### config.mk
export PLATFORM = sky130hd
export DESIGN_NAME = cam_frame_writer
export DESIGN_NICKNAME = d
export VERILOG_FILES = /design/src/rtl/cam_frame_writer_pkg.sv /design/src/rtl/cam_frame_writer.sv
export SDC_FILE = /design/constraint.sdc
export NUM_CORES = 1
export LEC_CHECK = 0
export ABC_AREA = 1
export BUFFER_PORTS_ARGS = -buffer_cell sky130_fd_sc_hd__buf_2
export CAP_MARGIN = 0
export CORE_UTILIZATION = 50
export CTS_CLUSTER_DIAMETER = 40
export DETAILED_ROUTE_END_ITERATION = 8
export PLACE_DENSITY_LB_ADDON = 0.3
export SETUP_SLACK_MARGIN = 0.2
export SLEW_MARGIN = 20
export SYNTH_ARGS = -nofsm -noshare
export SYNTH_HDL_FRONTEND = slang
export SYNTH_SLANG_ARGS = --single-unit
### constraint.sdc
create_clock -name clk -period 1.78 [get_ports clk]
set_input_delay 0 -clock clk [delete_from_list [all_inputs] [get_ports clk]]
set_output_delay 0 -clock clk [all_outputs]
set_load 0.02 [all_outputs]
### src/rtl/cam_frame_writer_pkg.sv
// Shared definitions for the camera-side SDRAM write path and its bank switch.
package cam_frame_writer_pkg;

  typedef enum logic [2:0] {
    ST_IDLE  = 3'd0,
    ST_FILL  = 3'd1,
    ST_REQ   = 3'd2,
    ST_BURST = 3'd3,
    ST_DONE  = 3'd4
  } state_t;

  localparam logic [1:0] BANK_0 = 2'b00;
  localparam logic [1:0] BANK_1 = 2'b01;
  localparam logic [1:0] BANK_2 = 2'b10;
  localparam logic [1:0] CAM_RESET_BANK = BANK_1;

  // Level the bank switch treats as "camera frame finished".
  localparam logic FRAME_DONE_ACTIVE = 1'b1;

  // A vsync edge arriving while a burst or the done window is in flight is
  // held until that phase completes instead of acting immediately.
  function automatic logic vsync_deferred(input state_t s);
    return (s == ST_REQ) || (s == ST_BURST) || (s == ST_DONE);
  endfunction

endpackage

### src/rtl/cam_frame_writer.sv
// Drains the camera pixel FIFO into the camera's SDRAM bank in fixed bursts
// and flags end of frame to the bank switch.
module cam_frame_writer
  import cam_frame_writer_pkg::*;
#(
  parameter int FRAME_WORDS = 307200,
  parameter int BURST_LEN   = 256,
  parameter int ADDR_W      = 22,
  parameter int DONE_HOLD   = 4
) (
  input  logic              clk,
  input  logic              rst_133,
  input  logic              vsync_sync,
  input  logic [1:0]        cam_bank,
  input  logic [15:0]       fifo_q,
  input  logic [9:0]        fifo_count,
  input  logic              fifo_empty,
  output logic              fifo_rdreq,
  output logic              fifo_aclr,
  output logic              wr_req,
  input  logic              wr_ack,
  output logic [1:0]        wr_bank,
  output logic [ADDR_W-1:0] wr_addr,
  input  logic              wr_data_req,
  output logic [15:0]       wr_data,
  output logic              frame_done,
  output logic              underrun,
  output logic              frame_err
);

  localparam int BCNT_W = (BURST_LEN > 1) ? $clog2(BURST_LEN) : 1;
  localparam int HOLD_W = (DONE_HOLD > 1) ? $clog2(DONE_HOLD) : 1;
  localparam logic [BCNT_W-1:0] BURST_LAST = BCNT_W'(BURST_LEN - 1);
  localparam logic [HOLD_W-1:0] HOLD_LAST  = HOLD_W'(DONE_HOLD - 1);
  localparam logic [ADDR_W-1:0] ADDR_STEP  = ADDR_W'(BURST_LEN);
  localparam logic [ADDR_W-1:0] ADDR_LAST  = ADDR_W'(FRAME_WORDS - BURST_LEN);
  localparam logic [10:0]       FILL_LEVEL = 11'(BURST_LEN);

  state_t              state_reg, state_next;
  logic                vsync_d_reg;
  logic [1:0]          wr_bank_reg;
  logic [ADDR_W-1:0]   wr_addr_reg;
  logic [BCNT_W-1:0]   burst_cnt_reg;
  logic [HOLD_W-1:0]   hold_cnt_reg;
  logic                pending_reg;
  logic                frame_open_reg;
  logic                underrun_reg;
  logic                fifo_aclr_reg;
  logic                frame_err_reg;

  logic vsync_edge;
  logic word_take;
  logic burst_end;
  logic frame_end;
  logic hold_end;
  logic start_frame;
  logic abort_frame;

  assign vsync_edge = vsync_sync & ~vsync_d_reg;
  assign word_take  = (state_reg == ST_BURST) && wr_data_req;
  assign burst_end  = word_take && (burst_cnt_reg == BURST_LAST);
  // wr_addr is the offset of the burst in flight, so the last burst of a
  // frame is the one starting at FRAME_WORDS-BURST_LEN.
  assign frame_end  = burst_end && (wr_addr_reg == ADDR_LAST);
  assign hold_end   = (state_reg == ST_DONE) && (hold_cnt_reg == HOLD_LAST);

  always_ff @(posedge clk or negedge rst_133) begin
    if (!rst_133) begin
      state_reg <= ST_IDLE;
    end else begin
      state_reg <= state_next;
    end
  end

  always_comb begin
    state_next  = state_reg;
    start_frame = 1'b0;
    abort_frame = 1'b0;
    case (state_reg)
      ST_IDLE: begin
        if (vsync_edge) begin
          start_frame = 1'b1;
          abort_frame = frame_open_reg;
          state_next  = ST_FILL;
        end
      end
      ST_FILL: begin
        if (vsync_edge) begin
          start_frame = 1'b1;
          abort_frame = 1'b1;
        end else if ({1'b0, fifo_count} >= FILL_LEVEL) begin
          state_next = ST_REQ;
        end
      end
      ST_REQ: begin
        if (wr_ack) state_next = ST_BURST;
      end
      ST_BURST: begin
        if (frame_end) begin
          state_next = ST_DONE;
        end else if (burst_end) begin
          state_next = ST_FILL;
          if (pending_reg || vsync_edge) begin
            start_frame = 1'b1;
            abort_frame = 1'b1;
          end
        end
      end
      ST_DONE: begin
        if (hold_end) begin
          if (pending_reg || vsync_edge) begin
            start_frame = 1'b1;
            state_next  = ST_FILL;
          end else begin
            state_next = ST_IDLE;
          end
        end
      end
      default: state_next = ST_IDLE;
    endcase
  end

  always_comb begin
    wr_req     = 1'b0;
    fifo_rdreq = 1'b0;
    frame_done = ~FRAME_DONE_ACTIVE;
    case (state_reg)
      ST_REQ:   wr_req = 1'b1;
      ST_BURST: fifo_rdreq = wr_data_req & ~fifo_empty;
      ST_DONE:  frame_done = FRAME_DONE_ACTIVE;
      default:  ;
    endcase
  end

  always_ff @(posedge clk or negedge rst_133) begin
    if (!rst_133) begin
      vsync_d_reg    <= 1'b0;
      wr_bank_reg    <= CAM_RESET_BANK;
      wr_addr_reg    <= '0;
      burst_cnt_reg  <= '0;
      hold_cnt_reg   <= '0;
      pending_reg    <= 1'b0;
      frame_open_reg <= 1'b0;
      underrun_reg   <= 1'b0;
      fifo_aclr_reg  <= 1'b0;
      frame_err_reg  <= 1'b0;
    end else begin
      vsync_d_reg   <= vsync_sync;
      fifo_aclr_reg <= start_frame;
      frame_err_reg <= abort_frame;

      if (start_frame) begin
        wr_bank_reg   <= cam_bank;
        wr_addr_reg   <= '0;
        burst_cnt_reg <= '0;
      end else if (word_take) begin
        // Counter wraps to zero on its own since BURST_LEN is a power of two.
        burst_cnt_reg <= burst_cnt_reg + 1'b1;
        if (burst_end) wr_addr_reg <= wr_addr_reg + ADDR_STEP;
      end

      if (state_reg == ST_DONE) hold_cnt_reg <= hold_cnt_reg + 1'b1;
      else                      hold_cnt_reg <= '0;

      if (start_frame)
        pending_reg <= 1'b0;
      else if (vsync_edge && vsync_deferred(state_reg))
        pending_reg <= 1'b1;

      if (start_frame)    frame_open_reg <= 1'b1;
      else if (frame_end) frame_open_reg <= 1'b0;

      if (start_frame)                    underrun_reg <= 1'b0;
      else if (word_take && fifo_empty)   underrun_reg <= 1'b1;
    end
  end

  assign wr_bank   = wr_bank_reg;
  assign wr_addr   = wr_addr_reg;
  assign wr_data   = fifo_q;
  assign underrun  = underrun_reg;
  assign fifo_aclr = fifo_aclr_reg;
  assign frame_err = frame_err_reg;

endmodule
; Word level (Yosys, flattened, before mapping)
; Index checks and enable logic that the tools add are counted.
[op_classes]
addsub = 3
bitwise = 4
n_eq_ne = 13
n_reduce_logical = 18
n_mux = 32
magnitude_cmp = 1
[ops]
columns = op, count
row1 = $mux 22, 3
row2 = $add 22x9->22 const B, 1
row3 = $eq 22x19->1 const B, 1
row4 = $mux 3, 7
row5 = $mux 1, 16
row6 = $mux 8, 2
row7 = $pmux 3 s5, 1
row8 = $ge 10x9->1 const B, 1
row9 = $ne 2x2->1 const B, 5
row10 = $reduce_bool 2->1, 5
row11 = $add 8x1->8 const B, 1
row12 = $eq 8x8->1 const B, 1
row13 = $eq 3x2->1 const B, 2
row14 = $logic_and 1x1->1, 6
row15 = $pmux 1 s3, 2
row16 = $reduce_and 6->1, 1
row17 = $eq 3x1->1 const B, 1
row18 = $eq 3x3->1 const B, 1
row19 = $logic_not 3->1, 1
row20 = $logic_or 1x1->1, 3
row21 = $ne 3x3->1 const B, 1
row22 = $add 2x1->2 const B, 1
row23 = $and 1x1->1, 2
row24 = $eq 2x2->1 const B, 1
row25 = 4 further kinds, 5
[word_totals]
out_inout_bits = 46
wordCells = 82
register_bits = 43
input_bits = 34

; Longest topological paths before layout
; Gate-level depths: netlist of the first run.
[logic_depth]
word_depth = 9
ltp_mapped = 11
ltp_nobuf = 11

; Least setup slack after synthesis of the first run
; OpenSTA, ideal clock, no wires.
[synth_timing]
path_kind = reg-to-reg
from = reg wr_addr_reg[8] (netlist: wr_addr[8])
to = reg wr_addr_reg[13] (netlist: wr_addr[13])
path_buffers = 1
path_slack_ns = 0.153
synth_period_minus_slack_ns = 1.627
t_arrival_ns = 1.541
stages_incl_launch_ff = 9
t_required_ns = 1.694
setup_ns = 0.086
cell_sequence = dfrtp_1 ha_1 nand3_1 nor2_1 nand2_1 nand4_4 nand2_2 buf_4 nor3_1
[synth_between]
elab_chain_cells = 6
elab_cells_between_ends = 11
cone_classes = 1 x add/sub / 1 x eq/ne / 5 x mux / 4 x reduce/logical
[synth_lines]
columns = element, line_no
row1 = "start, declared", cam_frame_writer.sv:42  ; logic [ADDR_W-1:0] wr_addr_reg;
row2 = "start signal, assigned", cam_frame_writer.sv:159  ; if (burst_end) wr_addr_reg <= wr_addr_reg + ADDR_STEP;
row3 = "parallel branches: the longest is 6 deep, another holds $add 22x9->22", -
; Several ways; the timed one is not identified. The select of a mux whose other input is x is not followed.
; A chain may end at the register's enable or synchronous reset.

; Worst setup path after layout of the first run
[layout_timing]
from = reg state_reg[0]
to = reg wr_addr_reg[8] (netlist: wr_addr[8])
[layout_between]
elab_chain_cells = 8
elab_cells_between_ends = 17
cone_classes = 3 x eq/ne / 5 x mux / 9 x reduce/logical
[layout_lines]
columns = element, line_no
row1 = "start, declared", cam_frame_writer.sv:39  ; state_t state_reg, state_next;
row2 = "start signal, assigned", cam_frame_writer.sv:71  ; state_reg <= state_next;
row3 = $eq 3x2->1, "cam_frame_writer.sv:60, cam_frame_writer.sv:79"
row4 = $logic_and 1x1->1, cam_frame_writer.sv:60  ; assign word_take = (state_reg == ST_BURST) && wr_data_req;
row5 = $logic_and 1x1->1, cam_frame_writer.sv:61  ; assign burst_end = word_take && (burst_cnt_reg == BURST_LAST);
row6 = $mux 1 / $logic_and 1x1->1 (equally long branches), "cam_frame_writer.sv:101, cam_frame_writer.sv:64"
row7 = $mux 1, cam_frame_writer.sv:99  ; if (frame_end) begin
row8 = $pmux 1 s3, cam_frame_writer.sv:79  ; case (state_reg)
row9 = $reduce_bool 2->1 (no source line), -
row10 = $reduce_and 2->1 (no source line), -
; Several ways; a longest one is shown, not always the timed one.

==> results.yml, run 1 <==
clocking:
  ctsHtreeMaxLevel: 2
  path_clk_slew_ps: 70
  clk_latency_ps: 290
  cts.sinks: 35
  cts_tree: "built"
  cts_root_buf: "clkbuf_8"
  cts_buffers: 5
  cts_buffer_depth: 2
layout:
  drive_above_1_share_pct: 27.8
  antenna_cells: 0
  num-fill-cells: 358
  fin_cells: 385
  syn_to_final_growth_pct: 21.0
  final_util_pct: 64.5
  largest_reg_flops: 14
  layout.nets: 372
flow_run:
  maxCapViolCount: 0
timing:
  max_clock_freq_mhz: 642
  fin_crit_ps: 1560
  period_share_pct: 87.5
  skew_ps: 5.53
  rsz0062_at_grt: "true"
  fin_tns_setup_ps: 0
  drv_slew: 0
  fin_hold_ws_ps: 0.00883
  finalSetupViolCount: 0
  hold_viol: 0
floorplanning:
  start_util_pct: 53.3
  die_y_um: 68.2
  ios: 80
  die_w_um: 68.2
  die-area_um2: 4650
  num_rows: 23
  coreArea_um2: 4120
pwr:
  p_int_mw: 1.52
  comb_power_share_pct: 32.9
  power_frac_clock_pct: 24.9
  total_power_mw: 2.35
  seq_power_share_pct: 42.2
  ir_drop_mv: 0.619
  leakage_nw: 1.43
  p_sw_mw: 0.831
  p_per_area_nw_per_um2: 886
  swShare_pct: 35.4
detailed_routing:
  num_vias: 1976
  drt-vias-per-instance: 5.13
  wl_per_cell_um: 12.3
  drt_iter0_drc: 96
  dr.pass1.iters: 5
  drtAntennaViolNets: 0
  wirelength_mm: 4.72
  drc: 0
global_route:
  first_global_vias: 1682
  grt_max_degree: 36
  grt-ovfl-total: 0
  antenna_found_initial: 0
  grt_pass1_wl_mm: 7.17
  track_usage_pct: 21.1
worst_setup_path:
  arrival_ps: 1740
  end_kind: "register"
  worstSetupPathType: "register to register"
  cp_max_fo: 7
  crit_start: "state_reg[0]$_DFFE_PN0P_"
  worst_setup_path_start_kind: "register"
  r2r-start: "state_reg[0]$_DFFE_PN0P_"
  ff2ff_setup_slack_ps: 220
  critPathRequiredTime_ps: 1960
place:
  place.gp.congestion: 0.872
  numPortBuffers: 31
  post-dp-hpwl_mm: 3.10
  placed_cells: 362
logic_synthesis:
  synthFlopType: "dfrtp_1"
  ys_warn_count: 0
  synth_area_leaders: "dfrtp_1 39%, nand2_1 13%, buf_4 8.9%"
  synth_cells: 297
  synthDistinctLibCells: 26
  synthTopCellsByCount: "76 x nand2_1, 45 x nor2_1, 36 x inv_1, 34 x dfrtp_1, 26 x buf_4"
  synth_largest_area_cell: "dfrtp_1"
  synth_edf_count: 0
  syn_avg_cell_area_um2: 7.38
  postSynth.asyncResetShare_pct: 100
  synth_seq_cells: 35
  synth_top_area_share_pct: 38.8
  ys_seq_area_share_pct: 40.0
  syn-cell-area_um2: 2190
  synthMostInstantiatedCell: "nand2_1"
hold_path:
  hp-start: "fifo_q[9]"
  hold_path_class: "primary input to output pin"
outcome:
  status: "finished, final reports clean"
power groups by stage:
| stage | Sequential (mW) | Combinational [mW] | Clock [mW] |
|---|---|---|---|
| detailed placement | 0.998 | 0.620 | 0 |
| CTS | 0.982 | 0.665 | 0.602 |
| finish | 0.992 | 0.774 | 0.585 |
| global placement | 0.995 | 0.600 | 0 |
| floorplan | 1.03 | 0.470 | 0 |
| global route | 1.01 | 0.854 | 0.628 |
timing repair:
action | in CTS | in global routing
gates cloned | 0 | 1
gates resized for setup | 7 | 31
pin swaps | 2 | 10
hold endpoints to repair | 38 | 0
setup endpoints to repair | 28 | 29
hold buffers | 5 | 0
setup buffers | 6 | 4
cell type report:
class | count | area (um^2) | share of cell area (%)
Inverter | 37 | 144 | 5.42
Clock buffer | 6 | 82.6 | 3.11
Sequential cell | 35 | 885 | 33.3
Timing Repair Buffer | 53 | 374 | 14.1
Clock inverter | 1 | 5.00 | 0.189
Tap cell | 50 | 62.6 | 2.36
Multi-Input combinational cell | 203 | 1100 | 41.5
layer usage:
layer / track usage [%] / vias to the layer above / part of all wire [%]
li1: - / 980 / -
met1: 24.5 / 928 / 42
met2: 36.5 / 62 / 52
met3: 5.33 / 6 / 4.9
met4: 8.85 / 0 / 1.7
met5: 0 / - / 0
metrics by stage:
stage	area (um^2)	worst slack, ps
after floorplan	2220	241
after global placement	2280	148
after detailed placement	2280	128
after CTS	2480	206
after global routing	2650	160
final	2650	222
cells in the final DEF, fill, tap and decap left out:
master,count
nor2_8,2
nand3_1,17
dfrtp_1,28
nand2_4,5
ha_2,1
nor3b_1,1
o21ai_0,3
nor3_1,6
a21oi_1,6
nand4_1,15
a21oi_2,2
inv_1,35
nand4_4,1
dlygate4sd3_1,5
nor3_2,4
nor2_4,3
buf_6,3
buf_4,12
conb_1,8
buf_12,1
xor2_1,5
buf_2,31
inv_6,1
nand2_2,2
dfstp_2,1
nand2_1,72
nand3_2,4
dfrtp_2,6
clkinv_2,1
clkbuf_8,6
nor2_1,39
inv_2,1
ha_1,1
a311oi_1,1
ha_4,1
clkbuf_16,1
nor2_2,4
path summary, 6_finish.rpt:
check,end,cells past startpoint
max in group asynchronous,burst_cnt_reg[4]$_DFFE_PN0P_,3
hold reg to reg,hold_cnt_reg[0]$_DFF_PN0_,1
min in group asynchronous,wr_addr[20]$_DFFE_PN0P_,3
setup reg to reg,wr_addr[8]$_DFFE_PN0P_,8
setup / recovery,wr_addr[8]$_DFFE_PN0P_,8
hold / removal,wr_data[9],0
logic make-up after synthesis:
family,Yosys count,synth area share (%)
simple gates,175,36.8
buf+inv,66,16.2
flops,35,40.0
compound gates,12,3.08
xor+xnor,5,2.00
fa+ha+maj,3,1.71
other cells,1,0.171
worst max-delay path, stage by stage (launching register included):
cell and delay (ps):
dfrtp_2 440, nand2_4 90, nor2_8 160, nand2_4 90, nor2_8 200, nand4_4 130
nand2_4 140, clkbuf_16 160, nor3_2 40
Note: power is estimated with default switching activity, not from simulation.
==> run 2: changes to the inputs <==
- GPL_TIMING_DRIVEN: not set -> 0
==> run 2 against run 1 <==
Compared with the run above: final cell count increased by 12%; flip-flop and latch count unchanged; fmax fell by 1.1%; first-iteration DRC count rose by 23%; core utilization increased by 7.0 points; clock-buffer cell count up 2; clock power increased by 9.1%; cell area is 11% higher; critical path depth up 2; setup slack lost 17 ps; clock skew fell by 1.1 ps; hold slack improved by 89 ps; critical path type unchanged.
==> results.yml, run 2 (synthesis gave the netlist of run 1 again) <==
outcome:
  status: "finished, final reports clean"
floorplanning:
  die-area_um2: 4650
  start_util_pct: 53.3
  coreArea_um2: 4120
  num_rows: 23
  ios: 80
  die_y_um: 68.2
  die_w_um: 68.2
detailed_routing:
  dr.pass1.iters: 4
  num_vias: 2114
  wl_per_cell_um: 11.6
  drt-vias-per-instance: 4.89
  wirelength_mm: 5.01
  drt_iter0_drc: 118
  drtAntennaViolNets: 0
  drc: 0
layout:
  layout.nets: 418
  syn_to_final_growth_pct: 34.1
  final_util_pct: 71.5
  antenna_cells: 0
  final_common_cell: "nand2_1"
  num-fill-cells: 339
  layout_common_cells: "75 x nand2_1, 48 x buf_2, 41 x nor2_1, 39 x buf_4, 33 x inv_1"
  largest_reg_flops: 14
  drive_above_1_share_pct: 35.3
worst_setup_path:
  reg2regPathDepth: 10
  worst_setup_path_start_kind: "register"
  crit_start: "burst_cnt_reg[1]$_DFFE_PN0P_"
  critPathRequiredTime_ps: 1950
  cp_max_fo: 4
  worstSetupPathType: "register to register"
  critPathCapture: "wr_addr[21]$_DFFE_PN0P_"
  r2r-start: "burst_cnt_reg[1]$_DFFE_PN0P_"
  arrival_ps: 1750
  ff2ff_setup_slack_ps: 200
  end_kind: "register"
  reg2reg_to: "wr_addr[21]$_DFFE_PN0P_"
timing:
  fin_tns_setup_ps: 0
  worst_pin_slew_ps: 783
  rsz0062_at_grt: "true"
  fin_crit_ps: 1580
  period_share_pct: 88.5
  skew_ps: 4.40
  drv_slew: 0
  hold_viol: 0
  max_clock_freq_mhz: 635
  max_slew_margin_pct: 47.8
  finalSetupViolCount: 0
place:
  numPortBuffers: 47
  post-dp-hpwl_mm: 3.40
  place.gp.congestion: 0.915
pwr:
  ir_drop_mv: 0.881
  p_per_area_nw_per_um2: 850
  leakage_nw: 1.61
global_route:
  grt-ovfl-total: 0
  grt_pass1_wl_mm: 7.77
  track_usage_pct: 22.3
  first_global_vias: 1849
  antenna_found_initial: 0
  grt_max_degree: 36
flow_run:
  maxCapViolCount: 0
clocking:
  path_clk_slew_ps: 70
  clk_latency_ps: 290
  cts_buffer_depth: 2
  cts_root_buf: "clkbuf_8"
  cts_buffers: 5
  cts.sinks: 35
  cts_tree: "built"
  ctsHtreeMaxLevel: 2
hold_path:
  hold_path_class: "primary input to register"
run 2: through the flow:
step | instances | power [mW] | hold WS (ps) | setup WS, ps | cell area (um^2)
3_3_place_gp | 401 | 1.67 | 124 | 76.8 | 2520
3_5_place_dp | 401 | 1.69 | 132 | 73.7 | 2520
4_1_cts | 421 | 2.39 | 83.7 | 183 | 2770
6_report | 432 | 2.50 | 88.7 | 204 | 2940
2_1_floorplan | 304 | 1.50 | -296 | 241 | 2220
5_1_grt | 432 | 2.64 | 103 | 111 | 2940
run 2: worst min path at each step:
stage,from,endpoint,slack (ps),depth (start not counted)
final,wr_data_req,burst_cnt_reg[1]$_DFFE_PN0P_,90,4
after global routing,wr_data_req,burst_cnt_reg[1]$_DFFE_PN0P_,100,4
after CTS,wr_data_req,burst_cnt_reg[1]$_DFFE_PN0P_,80,4
after detailed placement,rst_133,wr_addr[19]$_DFFE_PN0P_,130,1
after global placement,rst_133,wr_addr[19]$_DFFE_PN0P_,120,1
after floorplan,rst_133,burst_cnt_reg[0]$_DFFE_PN0P_,-300,0
run 2: critical path: stages (launching register included):
cell	delay [ps]
dfrtp_1	410
ha_4	160
inv_2	40
nor2_2	90
nand2_2	90
nor2_8	110
nand4_4	140
buf_6	150
buf_6	110
nand4_1	70
nand2_1	80
run 2: layout make-up:
| cell class | instances | area, um^2 | area share, % |
|---|---|---|---|
| multi-input cells | 203 | 1080 | 36.8 |
| well taps | 50 | 62.6 | 2.13 |
| repair buffers | 70 | 429 | 14.6 |
| clock buffers | 8 | 100 | 3.40 |
| inverters | 37 | 141 | 4.81 |
| plain buffers | 29 | 240 | 8.17 |
| flip-flops and latches | 35 | 886 | 30.1 |
run 2: metal layers:
layer / wire, um / GRT usage, % / vias to the layer above
met3: 240 / 5.17 / 8
li1: - / - / 1073
met1: 2150 / 25.4 / 974
met2: 2540 / 40.1 / 59
met4: 78 / 8.59 / 0
met5: 0 / 0 / -
run 2: repair_timing:
item,in CTS,in global routing
hold buffers,5,0
setup buffers,7,11
hold endpoints to repair,38,0
endpoints found under the setup margin,31,30
resized for setup,17,25
pin swaps,5,10
run 2: report_power, final:
part,total (mW),switching (mW),internal (mW),leakage [nW]
Sequential,1.00,0.0946,0.905,0.457
Combinational,0.861,0.501,0.360,1.10
Clock,0.638,0.284,0.353,0.0515
==> run 3: changes to the inputs <==
- CORE_ASPECT_RATIO: not set -> 2
- CTS_CLUSTER_DIAMETER: 40 -> not set
==> run 3 against run 2 <==
Compared with the run above: critical path type unchanged; power rose by 1.4%; global-route usage up 0.83 points; non-clock buffer count up 1; setup slack worse by 51 ps; highest routed layer unchanged; die area increased by 0.34%; critical endpoint is now burst_cnt_reg[5]$_DFFE_PN0P_; largest cell class unchanged; flip-flop and latch count unchanged.
==> results.yml, run 3 (synthesis gave the netlist of run 1 again) <==
outcome:
  status: "finished, final reports clean"
clocking:
  cts_tree: "built"
  ctsHtreeMaxLevel: 2
  path_clk_slew_ps: 70
  cts_buffer_depth: 2
  cts_root_buf: "clkbuf_8"
  cts.sinks: 35
  cts_buffers: 5
  clk_latency_ps: 300
detailed_routing:
  dr.pass1.iters: 5
  num_vias: 2243
  wirelength_mm: 5.64
  drt_iter0_drc: 69
  drt-vias-per-instance: 5.16
  drc: 0
  wl_per_cell_um: 13.0
  drtAntennaViolNets: 0
pwr:
  p_per_area_nw_per_um2: 862
  leakage_nw: 1.61
  ir_drop_mv: 0.633
worst_setup_path:
  critPathRequiredTime_ps: 1960
  arrival_ps: 1810
  cp_max_fo: 6
  worst_setup_path_start_kind: "register"
  end_kind: "register"
  crit_start: "state_reg[1]$_DFFE_PN0P_"
  r2r-start: "state_reg[1]$_DFFE_PN0P_"
  worstSetupPathType: "register to register"
timing:
  drv_slew: 0
  rsz0062_at_grt: "true"
  finalSetupViolCount: 0
  fin_tns_setup_ps: 0
  max_slew_margin_pct: 47.7
  period_share_pct: 91.4
  hold_viol: 0
  worst_pin_slew_ps: 784
  skew_ps: 19.8
  max_clock_freq_mhz: 615
  fin_crit_ps: 1630
layout:
  layout.nets: 419
  num-fill-cells: 346
  fin_area_um2: 2940
  final_common_cell: "nand2_1"
  antenna_cells: 0
  layout_common_cells: "75 x nand2_1, 48 x buf_2, 42 x nor2_1, 40 x buf_4, 33 x inv_1"
  largest_reg_flops: 14
  syn_to_final_growth_pct: 34.0
  drive_above_1_share_pct: 35.5
global_route:
  grt-ovfl-total: 0
  grt_pass1_wl_mm: 8.29
  first_global_vias: 2006
  track_usage_pct: 23.2
  antenna_found_initial: 0
  grt_max_degree: 36
floorplanning:
  die_w_um: 48.8
  num_rows: 33
  coreArea_um2: 4130
  die_y_um: 95.6
  die-area_um2: 4670
  start_util_pct: 53.1
  ios: 80
flow_run:
  maxCapViolCount: 0
hold_path:
  hp-start: "wr_data_req"
  hold_path_class: "primary input to register"
place:
  numPortBuffers: 47
  postPlaceCellArea_um2: 2520
  place.gp.congestion: 0.888
  post-dp-hpwl_mm: 3.66
## run 3: final cells by class
class / instances / area, um^2 / share of cell area, %
tap: 52 / 65.1 / 2.21
clock buffer: 7 / 86.3 / 2.94
buffer: 29 / 236 / 8.05
inverter: 37 / 141 / 4.81
multi-input combinational: 203 / 1080 / 36.9
sequential: 35 / 886 / 30.2
clock inverter: 1 / 5.00 / 0.170
timing repair buffer: 71 / 433 / 14.7
## run 3: where the power goes
part | total (mW) | switching [mW] | internal [mW] | leakage [nW]
registers | 1.00 | 0.0964 | 0.906 | 0.457
clock network | 0.601 | 0.288 | 0.312 | 0.0482
logic | 0.930 | 0.530 | 0.400 | 1.10
total | 2.53 | 0.915 | 1.62 | 1.61
## run 3: final timing paths
check | to | cells past startpoint | slack [ps]
min in group asynchronous | wr_addr[12]$_DFFE_PN0P_ | 2 | 310
hold reg to reg | hold_cnt_reg[0]$_DFF_PN0_ | 1 | 440
setup reg to reg | burst_cnt_reg[5]$_DFFE_PN0P_ | 7 | 150
hold / removal | burst_cnt_reg[1]$_DFFE_PN0P_ | 5 | 180
setup / recovery | burst_cnt_reg[5]$_DFFE_PN0P_ | 7 | 150
max in group asynchronous | state_reg[2]$_DFFE_PN0P_ | 2 | 890
## run 3: through the flow
stage	setup WS (ps)	std cells	power (mW)	utilization, %	hold WS (ps)
after detailed placement	13.4	403	1.69	61.1	126
after CTS	212	425	2.34	67.2	89.1
after global routing	61.2	435	2.67	71.2	205
final	153	435	2.53	71.2	176
after floorplan	241	304	1.50	-	-296
after global placement	29.1	403	1.67	61.1	120
## run 3: critical path: stages (launching register included)
cell and delay [ps]:
dfrtp_2 450, nand2_4 110, nor2_8 150, nand4_1 160
nor2_1 330, nand2_1 110, xor2_1 160, nor2_1 50
## run 3: repair_timing
item	4_1_cts	5_1_grt
pin swaps	4	11
buffers inserted	9	9
hold endpoints to repair	38	0
gates cloned	0	1
setup endpoints to repair	30	29
gates resized for setup	16	23
hold buffers	5	0
## run 3: metal layers
metal  part of all wire (%)  GRT usage, %  vias to the layer above
met4                    3.3          14.2                        0
met2                     56          44.8                      111
met1                     35          21.8                     1031
met3                    6.1          4.47                       22
li1                       -             -                     1079
met5                      0             0                        -
